`src/rtl/vai_pkg.sv`:
```
`default_nettype none
// ============================================================================
//  Module      : vai_pkg
//  Description : Shared types for the VAI Tx auditor. Provides a compact
//                CCI-P style Tx/Rx channel description, the auditor state
//                enum, request/response type codes and decode helpers.
//  Revision    : 1.0  initial release
// ============================================================================
package vai_pkg;

  localparam int VAI_CL_ADDR_W = 42;
  localparam int VAI_DATA_W    = 512;
  localparam int VAI_MMIO_W    = 64;
  localparam int VAI_MDATA_W   = 16;
  localparam int VAI_TID_W     = 9;

  typedef enum logic [1:0] {
    RUN   = 2'd0,
    DRAIN = 2'd1,
    HELD  = 2'd2
  } t_vai_audit_state;

  // c0 request types
  localparam logic [3:0] REQ_RDLINE_I = 4'h0;
  localparam logic [3:0] REQ_RDLINE_S = 4'h1;
  // c1 request types
  localparam logic [3:0] REQ_WRLINE_I = 4'h0;
  localparam logic [3:0] REQ_WRLINE_M = 4'h1;
  localparam logic [3:0] REQ_WRPUSH_I = 4'h2;
  localparam logic [3:0] REQ_WRFENCE  = 4'h4;
  // c0 response types
  localparam logic [3:0] RSP_RDLINE   = 4'h0;
  localparam logic [3:0] RSP_UMSG     = 4'h4;
  // c1 response types
  localparam logic [3:0] RSP_WRLINE   = 4'h0;
  localparam logic [3:0] RSP_WRFENCE  = 4'h4;

  typedef struct packed {
    logic [1:0]               vc_sel;
    logic [1:0]               cl_len;
    logic [3:0]               req_type;
    logic [VAI_CL_ADDR_W-1:0] address;
    logic [VAI_MDATA_W-1:0]   mdata;
  } t_ccip_c0_ReqMemHdr;

  typedef struct packed {
    logic [1:0]               vc_sel;
    logic                     sop;
    logic [1:0]               cl_len;
    logic [3:0]               req_type;
    logic [VAI_CL_ADDR_W-1:0] address;
    logic [VAI_MDATA_W-1:0]   mdata;
  } t_ccip_c1_ReqMemHdr;

  typedef struct packed {
    logic [VAI_TID_W-1:0] tid;
  } t_ccip_c2_RspMmioHdr;

  typedef struct packed {
    t_ccip_c0_ReqMemHdr hdr;
    logic               valid;
  } t_if_ccip_c0_Tx;

  typedef struct packed {
    t_ccip_c1_ReqMemHdr    hdr;
    logic [VAI_DATA_W-1:0] data;
    logic                  valid;
  } t_if_ccip_c1_Tx;

  typedef struct packed {
    t_ccip_c2_RspMmioHdr   hdr;
    logic                  mmioRdValid;
    logic [VAI_MMIO_W-1:0] data;
  } t_if_ccip_c2_Tx;

  typedef struct packed {
    t_if_ccip_c0_Tx c0;
    t_if_ccip_c1_Tx c1;
    t_if_ccip_c2_Tx c2;
  } t_if_ccip_Tx;

  typedef struct packed {
    logic [3:0]             resp_type;
    logic [1:0]             cl_num;
    logic [VAI_MDATA_W-1:0] mdata;
  } t_ccip_c0_RspMemHdr;

  typedef struct packed {
    logic [3:0]             resp_type;
    logic                   format;
    logic [1:0]             cl_num;
    logic [VAI_MDATA_W-1:0] mdata;
  } t_ccip_c1_RspMemHdr;

  typedef struct packed {
    t_ccip_c0_RspMemHdr hdr;
    logic               rspValid;
  } t_if_ccip_c0_Rx;

  typedef struct packed {
    t_ccip_c1_RspMemHdr hdr;
    logic               rspValid;
  } t_if_ccip_c1_Rx;

  typedef struct packed {
    t_if_ccip_c0_Rx c0;
    t_if_ccip_c1_Rx c1;
  } t_if_ccip_Rx;

  // A c0 response retires a read line only when it carries read data.
  function automatic logic vai_is_rd_rsp(input logic [3:0] resp_type);
    return resp_type == RSP_RDLINE;
  endfunction

  function automatic logic vai_is_wr_fence(input logic [3:0] req_type);
    return req_type == REQ_WRFENCE;
  endfunction

  // A packed write response acknowledges cl_num+1 lines at once.
  function automatic logic [2:0] vai_wr_rsp_lines(input t_ccip_c1_RspMemHdr hdr);
    return hdr.format ? ({1'b0, hdr.cl_num} + 3'd1) : 3'd1;
  endfunction

endpackage
`default_nettype wire

```
`src/rtl/vai_outstanding_ctr.sv`:
```
`default_nettype none
// ============================================================================
//  Module      : vai_outstanding_ctr
//  Description : Outstanding-line counter. Applies a same-cycle increment and
//                decrement as one net update, clamps at zero (raising a
//                sticky underflow flag) and saturates at all-ones.
//  Ports       : clk, reset (sync, active-high), inc, dec (line amounts),
//                count (current lines outstanding), underflow (sticky)
//  Revision    : 1.0  initial release
// ============================================================================
module vai_outstanding_ctr #(
  parameter int CNT_W = 10,
  parameter int AMT_W = 3      // must not exceed CNT_W
) (
  input  logic             clk,
  input  logic             reset,
  input  logic [AMT_W-1:0] inc,
  input  logic [AMT_W-1:0] dec,
  output logic [CNT_W-1:0] count,
  output logic             underflow
);

  localparam int SUM_W = CNT_W + 1;

  logic [SUM_W-1:0] sum;
  logic [SUM_W-1:0] dec_ext;
  logic [SUM_W-1:0] diff;
  logic [SUM_W-1:0] max_ext;

  // One extra bit holds count+inc without wrapping.
  assign sum     = {1'b0, count} + SUM_W'(inc);
  assign dec_ext = SUM_W'(dec);
  assign diff    = sum - dec_ext;
  assign max_ext = {1'b0, {CNT_W{1'b1}}};

  always_ff @(posedge clk) begin
    if (reset) begin
      count     <= '0;
      underflow <= 1'b0;
    end else if (sum < dec_ext) begin
      count     <= '0;
      underflow <= 1'b1;
    end else if (diff > max_ext) begin
      count     <= '1;
    end else begin
      count     <= diff[CNT_W-1:0];
    end
  end

endmodule
`default_nettype wire

```
`src/rtl/vai_tx_auditor.sv`:
```
`default_nettype none
// ============================================================================
//  Module      : vai_tx_auditor
//  Description : Per-VM Tx auditor between a sub-AFU and the Tx mux.
//                Relocates c0/c1 request addresses by the VM cache-line
//                offset (2-cycle pipeline), tracks outstanding read/write
//                lines from the Rx stream, and sequences a clean per-VM
//                reset: RUN -> DRAIN (block + drain) -> HELD -> RUN.
//  Config      : `VAI_AUDIT_BOUNDS_EN enables the guest-address bounds check
//                (out-of-range requests dropped and counted in viol_cnt);
//                otherwise viol_cnt is tied to zero.
//  Ports       : clk, reset (sync, active-high)
//                offset       VM base in cache lines, [41:0] used
//                vm_reset_req level reset request from the VAI manager
//                afu_tx       requests from the sub-AFU
//                mux_tx       relocated requests to the mux
//                mux_rx       responses for this VM (monitored only)
//                afu_reset    reset to the sub-AFU
//                drain_done   high while HELD
//                rsp_underflow sticky, response with nothing outstanding
//                viol_cnt     saturating count of bounds violations
//  Revision    : 1.0  initial release
// ============================================================================
module vai_tx_auditor
  import vai_pkg::*;
#(
  parameter int                       VMID     = 0,
  parameter int                       CNT_W    = 10,
  parameter logic [VAI_CL_ADDR_W-1:0] LIMIT_CL = 42'h0000_0100_000
) (
  input  logic         clk,
  input  logic         reset,
  input  logic [63:0]  offset,
  input  logic         vm_reset_req,
  input  t_if_ccip_Tx  afu_tx,
  output t_if_ccip_Tx  mux_tx,
  input  t_if_ccip_Rx  mux_rx,
  output logic         afu_reset,
  output logic         drain_done,
  output logic         rsp_underflow,
  output logic [31:0]  viol_cnt
);

  t_vai_audit_state         state;
  t_vai_audit_state         state_next;
  t_if_ccip_Tx              t1_tx;
  t_if_ccip_Tx              t2_next;
  t_if_ccip_Tx              t2_tx;
  logic [VAI_CL_ADDR_W-1:0] t1_offset;
  logic                     accept;
  logic                     c0_viol;
  logic                     c1_viol;
  logic                     pipe_empty;
  logic [2:0]               rd_inc;
  logic [2:0]               rd_dec;
  logic [2:0]               wr_inc;
  logic [2:0]               wr_dec;
  logic [CNT_W-1:0]         rd_out;
  logic [CNT_W-1:0]         wr_out;
  logic                     rd_uf;
  logic                     wr_uf;
  logic                     unused_ok;

  // New requests are admitted only while running.
  assign accept = (state == RUN);

  // --------------------------------------------------------------------------
  // Optional bounds check on the guest (pre-relocation) address
  // --------------------------------------------------------------------------
`ifdef VAI_AUDIT_BOUNDS_EN
  logic [VAI_CL_ADDR_W:0] c0_last_cl;
  logic [VAI_CL_ADDR_W:0] c1_last_cl;
  logic [1:0]             viol_inc;
  logic [32:0]            viol_sum;
  logic [31:0]            viol_cnt_r;

  assign c0_last_cl = {1'b0, afu_tx.c0.hdr.address} + {{(VAI_CL_ADDR_W-1){1'b0}}, afu_tx.c0.hdr.cl_len};
  assign c1_last_cl = {1'b0, afu_tx.c1.hdr.address} + {{(VAI_CL_ADDR_W-1){1'b0}}, afu_tx.c1.hdr.cl_len};

  assign c0_viol = afu_tx.c0.valid && (c0_last_cl >= {1'b0, LIMIT_CL});
  assign c1_viol = afu_tx.c1.valid && !vai_is_wr_fence(afu_tx.c1.hdr.req_type)
                   && (c1_last_cl >= {1'b0, LIMIT_CL});

  // Requests dropped by DRAIN never reach the check, so only RUN counts.
  assign viol_inc = {1'b0, c0_viol & accept} + {1'b0, c1_viol & accept};
  assign viol_sum = {1'b0, viol_cnt_r} + 33'(viol_inc);

  always_ff @(posedge clk) begin
    if (reset) begin
      viol_cnt_r <= '0;
    end else begin
      viol_cnt_r <= viol_sum[32] ? 32'hFFFF_FFFF : viol_sum[31:0];
    end
  end

  assign viol_cnt = viol_cnt_r;
`else
  assign c0_viol  = 1'b0;
  assign c1_viol  = 1'b0;
  assign viol_cnt = '0;
`endif

  // --------------------------------------------------------------------------
  // T1: capture request and the offset in force when it entered
  // --------------------------------------------------------------------------
  always_ff @(posedge clk) begin
    t1_tx                <= afu_tx;
    t1_offset            <= offset[VAI_CL_ADDR_W-1:0];
    t1_tx.c0.valid       <= afu_tx.c0.valid && accept && !c0_viol;
    t1_tx.c1.valid       <= afu_tx.c1.valid && accept && !c1_viol;
    t1_tx.c2.mmioRdValid <= afu_tx.c2.mmioRdValid;
    if (reset) begin
      t1_tx.c0.valid       <= 1'b0;
      t1_tx.c1.valid       <= 1'b0;
      t1_tx.c2.mmioRdValid <= 1'b0;
    end
  end

  // --------------------------------------------------------------------------
  // T2: relocate (mod 2^42 by natural wrap) and drive the mux
  // --------------------------------------------------------------------------
  always_comb begin
    t2_next                = t1_tx;
    t2_next.c0.hdr.address = t1_tx.c0.hdr.address + t1_offset;
    // A fence carries no address to relocate.
    if (!vai_is_wr_fence(t1_tx.c1.hdr.req_type)) begin
      t2_next.c1.hdr.address = t1_tx.c1.hdr.address + t1_offset;
    end
  end

  always_ff @(posedge clk) begin
    t2_tx <= t2_next;
    if (reset) begin
      t2_tx.c0.valid       <= 1'b0;
      t2_tx.c1.valid       <= 1'b0;
      t2_tx.c2.mmioRdValid <= 1'b0;
    end
  end

  assign mux_tx = t2_tx;

  // --------------------------------------------------------------------------
  // Outstanding line tracking; increments land with the T2 emission
  // --------------------------------------------------------------------------
  assign rd_inc = t1_tx.c0.valid ? ({1'b0, t1_tx.c0.hdr.cl_len} + 3'd1) : 3'd0;
  assign rd_dec = (mux_rx.c0.rspValid && vai_is_rd_rsp(mux_rx.c0.hdr.resp_type)) ? 3'd1 : 3'd0;
  assign wr_inc = {2'b00, t1_tx.c1.valid};
  assign wr_dec = mux_rx.c1.rspValid ? vai_wr_rsp_lines(mux_rx.c1.hdr) : 3'd0;

  vai_outstanding_ctr #(
    .CNT_W (CNT_W),
    .AMT_W (3)
  ) u_rd_ctr (
    .clk       (clk),
    .reset     (reset),
    .inc       (rd_inc),
    .dec       (rd_dec),
    .count     (rd_out),
    .underflow (rd_uf)
  );

  vai_outstanding_ctr #(
    .CNT_W (CNT_W),
    .AMT_W (3)
  ) u_wr_ctr (
    .clk       (clk),
    .reset     (reset),
    .inc       (wr_inc),
    .dec       (wr_dec),
    .count     (wr_out),
    .underflow (wr_uf)
  );

  assign rsp_underflow = rd_uf | wr_uf;

  // --------------------------------------------------------------------------
  // Reset sequencing FSM
  // --------------------------------------------------------------------------
  // MMIO responses never hold off the drain; only memory traffic does.
  assign pipe_empty = !t1_tx.c0.valid && !t1_tx.c1.valid
                      && !t2_tx.c0.valid && !t2_tx.c1.valid;

  always_comb begin
    state_next = state;
    case (state)
      RUN:     if (vm_reset_req) state_next = DRAIN;
      DRAIN:   if ((rd_out == '0) && (wr_out == '0) && pipe_empty) state_next = HELD;
      HELD:    if (!vm_reset_req) state_next = RUN;
      default: state_next = RUN;
    endcase
  end

  // afu_reset is registered from the next state so it rises together with
  // DRAIN and falls together with the return to RUN.
  always_ff @(posedge clk) begin
    if (reset) begin
      state     <= RUN;
      afu_reset <= 1'b1;
    end else begin
      state     <= state_next;
      afu_reset <= (state_next != RUN);
    end
  end

  assign drain_done = (state == HELD);

  // Inputs and parameters carried for interface completeness only.
  assign unused_ok = ^{32'(VMID), LIMIT_CL, offset[63:VAI_CL_ADDR_W],
                       mux_rx.c0.hdr.cl_num, mux_rx.c0.hdr.mdata,
                       mux_rx.c1.hdr.resp_type, mux_rx.c1.hdr.mdata};

endmodule
`default_nettype wire

```
`config.mk`:
```
export PLATFORM = sky130hd
export DESIGN_NAME = vai_tx_auditor
export DESIGN_NICKNAME = d
export VERILOG_FILES = /design/src/rtl/vai_pkg.sv /design/src/rtl/vai_outstanding_ctr.sv /design/src/rtl/vai_tx_auditor.sv
export SDC_FILE = /design/constraint.sdc
export NUM_CORES = 1
export LEC_CHECK = 0
export CORE_AREA = 2 2 626 628
export DETAILED_ROUTE_END_ITERATION = 10
export DIE_AREA = 0 0 628 630
export HOLD_SLACK_MARGIN = 0.08
export SKIP_CTS_REPAIR_TIMING = 1
export SYNTH_ARGS = -nofsm -noshare
export SYNTH_HDL_FRONTEND = slang
export SYNTH_SLANG_ARGS = --single-unit
```
`constraint.sdc`:
```
create_clock -name clk -period 9.4 [get_ports clk]
set_input_delay 1.88 -clock clk [delete_from_list [all_inputs] [get_ports clk]]
set_output_delay 1.88 -clock clk [all_outputs]
set_load 0.05 [all_outputs]
```
# Word-level counts from Yosys, hierarchy flattened
# Index checks and enable logic that the tools add are counted.
[classes] add_sub_neg=8 bitwise_logic=1 n_eq_ne=3 n_reduce_logical=19 n_div=0 n_mul=0 order_cmp=4 shift=0 muxes=11
[op_table] cell="adder 42 bit" count=2
[op_table] cell="2-to-1 mux 42 bit" count=1
[op_table] cell="> comparator 11 x 10 -> 1 bit (second input constant)" count=2
[op_table] cell="zero test 10 bit" count=2
[op_table] cell="2-to-1 mux 10 bit" count=2
[op_table] cell="adder 10 x 1 -> 11 bit" count=1
[op_table] cell="adder 10 x 3 -> 11 bit" count=1
[op_table] cell="less-than comparator 11 x 1 -> 1 bit" count=1
[op_table] cell="less-than comparator 11 x 3 -> 1 bit" count=1
[op_table] cell="subtractor 11 x 1 -> 11 bit" count=1
[op_table] cell="subtractor 11 x 3 -> 11 bit" count=1
[op_table] cell="2-to-1 mux 3 bit" count=3
[op_table] cell="logical AND 1 bit" count=8
[op_table] cell="adder 2 x 1 -> 3 bit (second input constant)" count=2
[op_table] cell="2-to-1 mux 2 bit" count=3
[op_table] cell="case mux 2 bit (3 select lines)" count=1
[op_table] cell="== test 4 x 3 -> 1 bit (second input constant)" count=1
[op_table] cell="zero test 1 bit" count=4
[op_table] cell="zero test 4 bit" count=1
[op_table] cell="OR reduction 2 bit" count=2
[op_table] cell="== test 2 x 1 -> 1 bit (second input constant)" count=1
[op_table] cell="== test 2 bit (second input constant)" count=1
[op_table] cell="zero test 2 bit" count=1
[op_table] cell="nonzero test 2 bit" count=1
[op_table] cell="2 further kinds" count=2
[word_totals] regBits=1509 mem_count=0 rom_bits=0 out_inout_bits=756 in_bits=835 latchBits=0 ram_bits=0

# Longest topological paths before layout
[logic_depth] ltp_word=8 mapped_depth=15 ltp_nobuf=13

# Modules after synthesis
# Synthesis repeated with hierarchy kept, for this count alone.
[hier_totals] hier_cells=2489 hier_area_um2=37129.4
[by_module_without_submodules] mod="vai_tx_auditor" cells_per_inst=2272 seq_area_each_um2=29768.6 instances=1 area_per_inst_um2=35150.0
[by_module_without_submodules] mod="vai_outstanding_ctr at u_wr_ctr" cells_per_inst=109 seq_area_each_um2=220.2 instances=1 area_per_inst_um2=998.5
[by_module_without_submodules] mod="vai_outstanding_ctr at u_rd_ctr" cells_per_inst=108 seq_area_each_um2=220.2 instances=1 area_per_inst_um2=980.9

# Worst setup path after synthesis
# No wires, ideal clock.
[synth_path] path_type="input port to flip-flop" from="input port mux_rx[17] (netlist name)" to="register u_wr_ctr.count[8]" slack_ns=5.377 cell_stages=10 required_time_ns=9.265 t_arrival_ns=3.888 setup_ns=0.135 cell_sequence="ha_1 nand3_1 ha_1 a21o_1 a21o_1 nand3b_1 or3b_2 nand2b_1 clkbuf_1 a211oi_1"
[synth_between] elab_chain_len=6 word_cells_on_any_way=8
[synth_lines] element="from (decl)" line="vai_tx_auditor.sv:37" rtl="input t_if_ccip_Rx mux_rx,"
[synth_lines] element="adder 2 x 1 -> 3 bit (*)" line="vai_pkg.sv:121" rtl="return hdr.format ? ({1'b0, hdr.cl_num} + 3'd1) : 3'd1;"
[synth_lines] element="2-to-1 mux 3 bit (*)" line="vai_pkg.sv:121"
[synth_lines] element="2-to-1 mux 3 bit (*)" line="vai_tx_auditor.sv:148" rtl="assign wr_dec = mux_rx.c1.rspValid ? vai_wr_rsp_lines(mux_rx.c1.hdr) : 3'd0;"
[synth_lines] element="subtractor 11 x 3 -> 11 bit" line="vai_outstanding_ctr.sv:33" rtl="assign diff = sum - dec_ext;"
[synth_lines] element="> comparator 11 x 10 -> 1 bit" line="vai_outstanding_ctr.sv:43" rtl="end else if (diff > max_ext) begin"
[synth_lines] element="2-to-1 mux 10 bit" line="vai_outstanding_ctr.sv:43"
[synth_lines] element="to (signal assigned)" line="vai_outstanding_ctr.sv:46" rtl="count <= diff[CNT_W-1:0];"
[synth_lines] element="to (decl)" line="vai_outstanding_ctr.sv:19" rtl="output logic [CNT_W-1:0] count,"
# Mark *: on every way between the ends. The rest lies on a longest branch, timed or not.
# A chain may end at the register's enable or synchronous reset.

==> impl_metrics.tcl <==
set metrics [dict create \
    status "complete, no violations" \
    path_common_cell "a211oi_1" \
    cp.depth 12 \
    arrival_ps 5210 \
    fin_crit_sh_pct 47.2 \
    ff2ff_setup_slack_ps 4960 \
    postRouteAntennaNets 0 \
    yosys_register_bits 1509 \
    p_int_w 0.0123 \
    grt_pass1_wl_mm 312 \
    antenna_found_initial 343 \
    die_area_mm2 0.396 \
    finClkSkew_ps 52.7 \
    nets 5078 \
    synth.area.top_cells "dfxtp_1, ha_1, a21oi_1" \
    ys_types 62 \
    layout.cells.non_filler 9521 \
    yosys.area.top_type_share_pct 82.5 \
    cp-startpoint "t1_offset[0]" \
    numClockSinks 1509 \
    dp_worst_setup_slack_ps 3980 \
    synthTopCellsByCount "dfxtp_1, a21oi_1, nor2_1, ha_1, nand2_1" \
    final_core_util_pct 16.6 \
    syn_avg_cell_area_um2 14.7 \
    clockBufferDepth 4 \
    cts_buffers 185 \
    dp.final_hpwl_mm 232 \
    cts-root-buf "clkbuf_16" \
    wl_per_cell_um 27.7 \
    tightest_slew_ps 1180 \
    port_buffers 1498 \
    clockPowerShare_pct 45.0 \
    crit_buf_inv 1 \
    reg2reg_depth 12 \
    crit_slowest_cell "a211oi_1" \
    vdd_drop_max_v 0.000159 \
    synth_edf_count 0 \
    reg2reg_to "mux_tx[641]" \
    critPathLaunchType "register" \
    grt_max_degree 61 \
    period_needed_ps 4440 \
    place_inst 9155 \
    ys_warn_count 0 \
    max_slew_margin_pct 21.4 \
    drt_iter0_drc 1249 \
    power.switching_w 0.00492 \
    fin_tns_setup_ps 0 \
    leakagePower_nw 24.6 \
    yosysTopAreaCell "dfxtp_1" \
    synthFlopType "dfxtp_1" \
    synthArstFlopShare_pct 0 \
    crit_path_end "mux_tx[641]" \
    drt_wl_total_mm 263 \
    die_h_um 630 \
    grt-ovfl-total 0 \
    slowest_delay_ps 780 \
    vias 25715 \
    coreArea_mm2 0.388 \
    finalSetupViolations 0 \
    die_x_um 628 \
    cp.required_ps 10170 \
    timing.rr.start "t1_offset[0]" \
    drive_above_1_share_pct 7.99 \
    drcViolationCount 0 \
    ios 1591 \
    slew_viol_final 0 \
    whs_ps 302 \
    viasPerCell 2.70 \
    gp_congestion 0.887 \
    grt.total_usage_pct 12.8 \
    path_max_fanout 6 \
    synthMostInstantiatedCell "dfxtp_1" \
    rows 229 \
    syn-cell-area_mm2 0.0366 \
    rsz0062_at_grt "false" \
    crit_chain "ha_1 > inv_1 > fa_1 > nand2b_1 > a211oi_1 > o21ai_0 > o22ai_1 > a21oi_1 > a211oi_1 > o211ai_1 > and3_1 > o31ai_1" \
    fin_ws_ps 4960 \
    cp_top_family "compound AO/OA/AOI/OAI gates" \
    clock_latency_ps 890 \
    powerDensity_mw_per_mm2 267 \
    ctsHtreeMaxLevel 4 \
    cts_tree "done" \
    ys_seq_area_share_pct 82.5 \
    seqPwrFrac_pct 40.6 \
    p_comb_share_pct 14.3 \
    drt-pass1-iter-count 5 \
    swShare_pct 28.6 \
    end_kind "register" \
    hold_viol 0 \
    drv_cap 0 \
    max_freq_mhz 225 \
    syn_inst 2490 \
    hold_class "reg -> reg" \
    area_growth_pct 76.2 \
    crit_type "reg -> reg" \
    grt_pass1_vias 24154 \
    initial_utilization_pct 9.43 \
    clk_pin_slew_ps 60 \
]
==> worst register-to-register path, cell delays in order, from the launching register on <==
cell      delay, ps
dfxtp_1         550
ha_1            280
inv_1            70
fa_1            390
nand2b_1        180
a211oi_1        260
o21ai_0         420
o22ai_1         650
a21oi_1         140
a211oi_1        780
o211ai_1        230
and3_1          220
o31ai_1         170
==> registers in the layout (all words and copies together), names as in the netlist <==
register	flops
u_wr_ctr.count	10
mux_tx	721
t1_offset	42
u_rd_ctr.underflow	1
u_rd_ctr.count	10
u_wr_ctr.underflow	1
t1_tx	721
state	2
afu_reset	1
==> final cells by class <==
cell class	instances	area, um2
repair buffers	1503	15000
clock buffers	245	5220
diodes	30	75.1
clock inverters	91	1370
inverters	39	146
fillers	42670	324000
flip-flops and latches	1509	30200
well taps	5197	6500
multi-input cells	907	6000
==> logic make-up (layout without fill, tap and decap cells) <==
logic type      after synthesis  count (layout)  synth area share [%]
fa+ha+maj                    98              98                  3.43
xor+xnor                     95              95                  2.27
simple gates                350             350                  4.63
compound gates              327             327                  5.57
mux                           5               5                 0.137
flops                      1509            1509                  82.5
buf+inv                     105            1878                  1.45
other cells                   1              62                0.0102
==> stage by stage <==
| stage | power (W) | cell area, um2 |
|---|---|---|
| after floorplan | 0.00833 | 36700 |
| after global placement | 0.00962 | 57900 |
| final | 0.0172 | 64500 |
| after detailed placement | 0.00963 | 57900 |
| after global routing | 0.0179 | 64500 |
| after CTS | 0.0176 | 64400 |
==> per-layer routing <==
layer,part of all wire (%),global-route usage (%),vias up
met5,0.36,0,-
met4,3.2,2.86,152
met3,17,10.1,808
met1,31,11.4,11440
li1,-,-,11610
met2,49,22.5,1705
==> worst min-delay path by stage <==
stage,end,start,depth (start not counted),slack [ps]
2_1_floorplan,mux_tx[0],t1_tx[0],0,310
3_3_place_gp,mux_tx[11],t1_tx[11],0,310
3_5_place_dp,mux_tx[364],t1_tx[364],0,310
4_1_cts,mux_tx[405],t1_tx[405],0,280
5_1_grt,mux_tx[575],t1_tx[575],0,300
6_report,mux_tx[581],t1_tx[581],0,300
==> power by group through the flow <==
| stage | combinational, W | sequential [W] | clock (W) |
|---|---|---|---|
| after floorplan | 0.000463 | 0.00786 | 0 |
| after global placement | 0.00250 | 0.00712 | 0 |
| after detailed placement | 0.00250 | 0.00713 | 0 |
| after CTS | 0.00251 | 0.00700 | 0.00805 |
| after global routing | 0.00259 | 0.00703 | 0.00829 |
| final | 0.00246 | 0.00699 | 0.00774 |
==> layout by cell type, fill, tap and decap left out, types with 35 or more instances in the layout <==
cell type and count:
inv_1 39, dfxtp_1 1509, clkdlybuf4s50_1 1486, nand2_1 83
a21oi_1 121, ha_1 94, nor2_1 109, xnor2_1 60
xor2_1 35, o21ai_0 58, clkbuf_16 187, a21o_1 39
(Power assumes the default switching activity.)
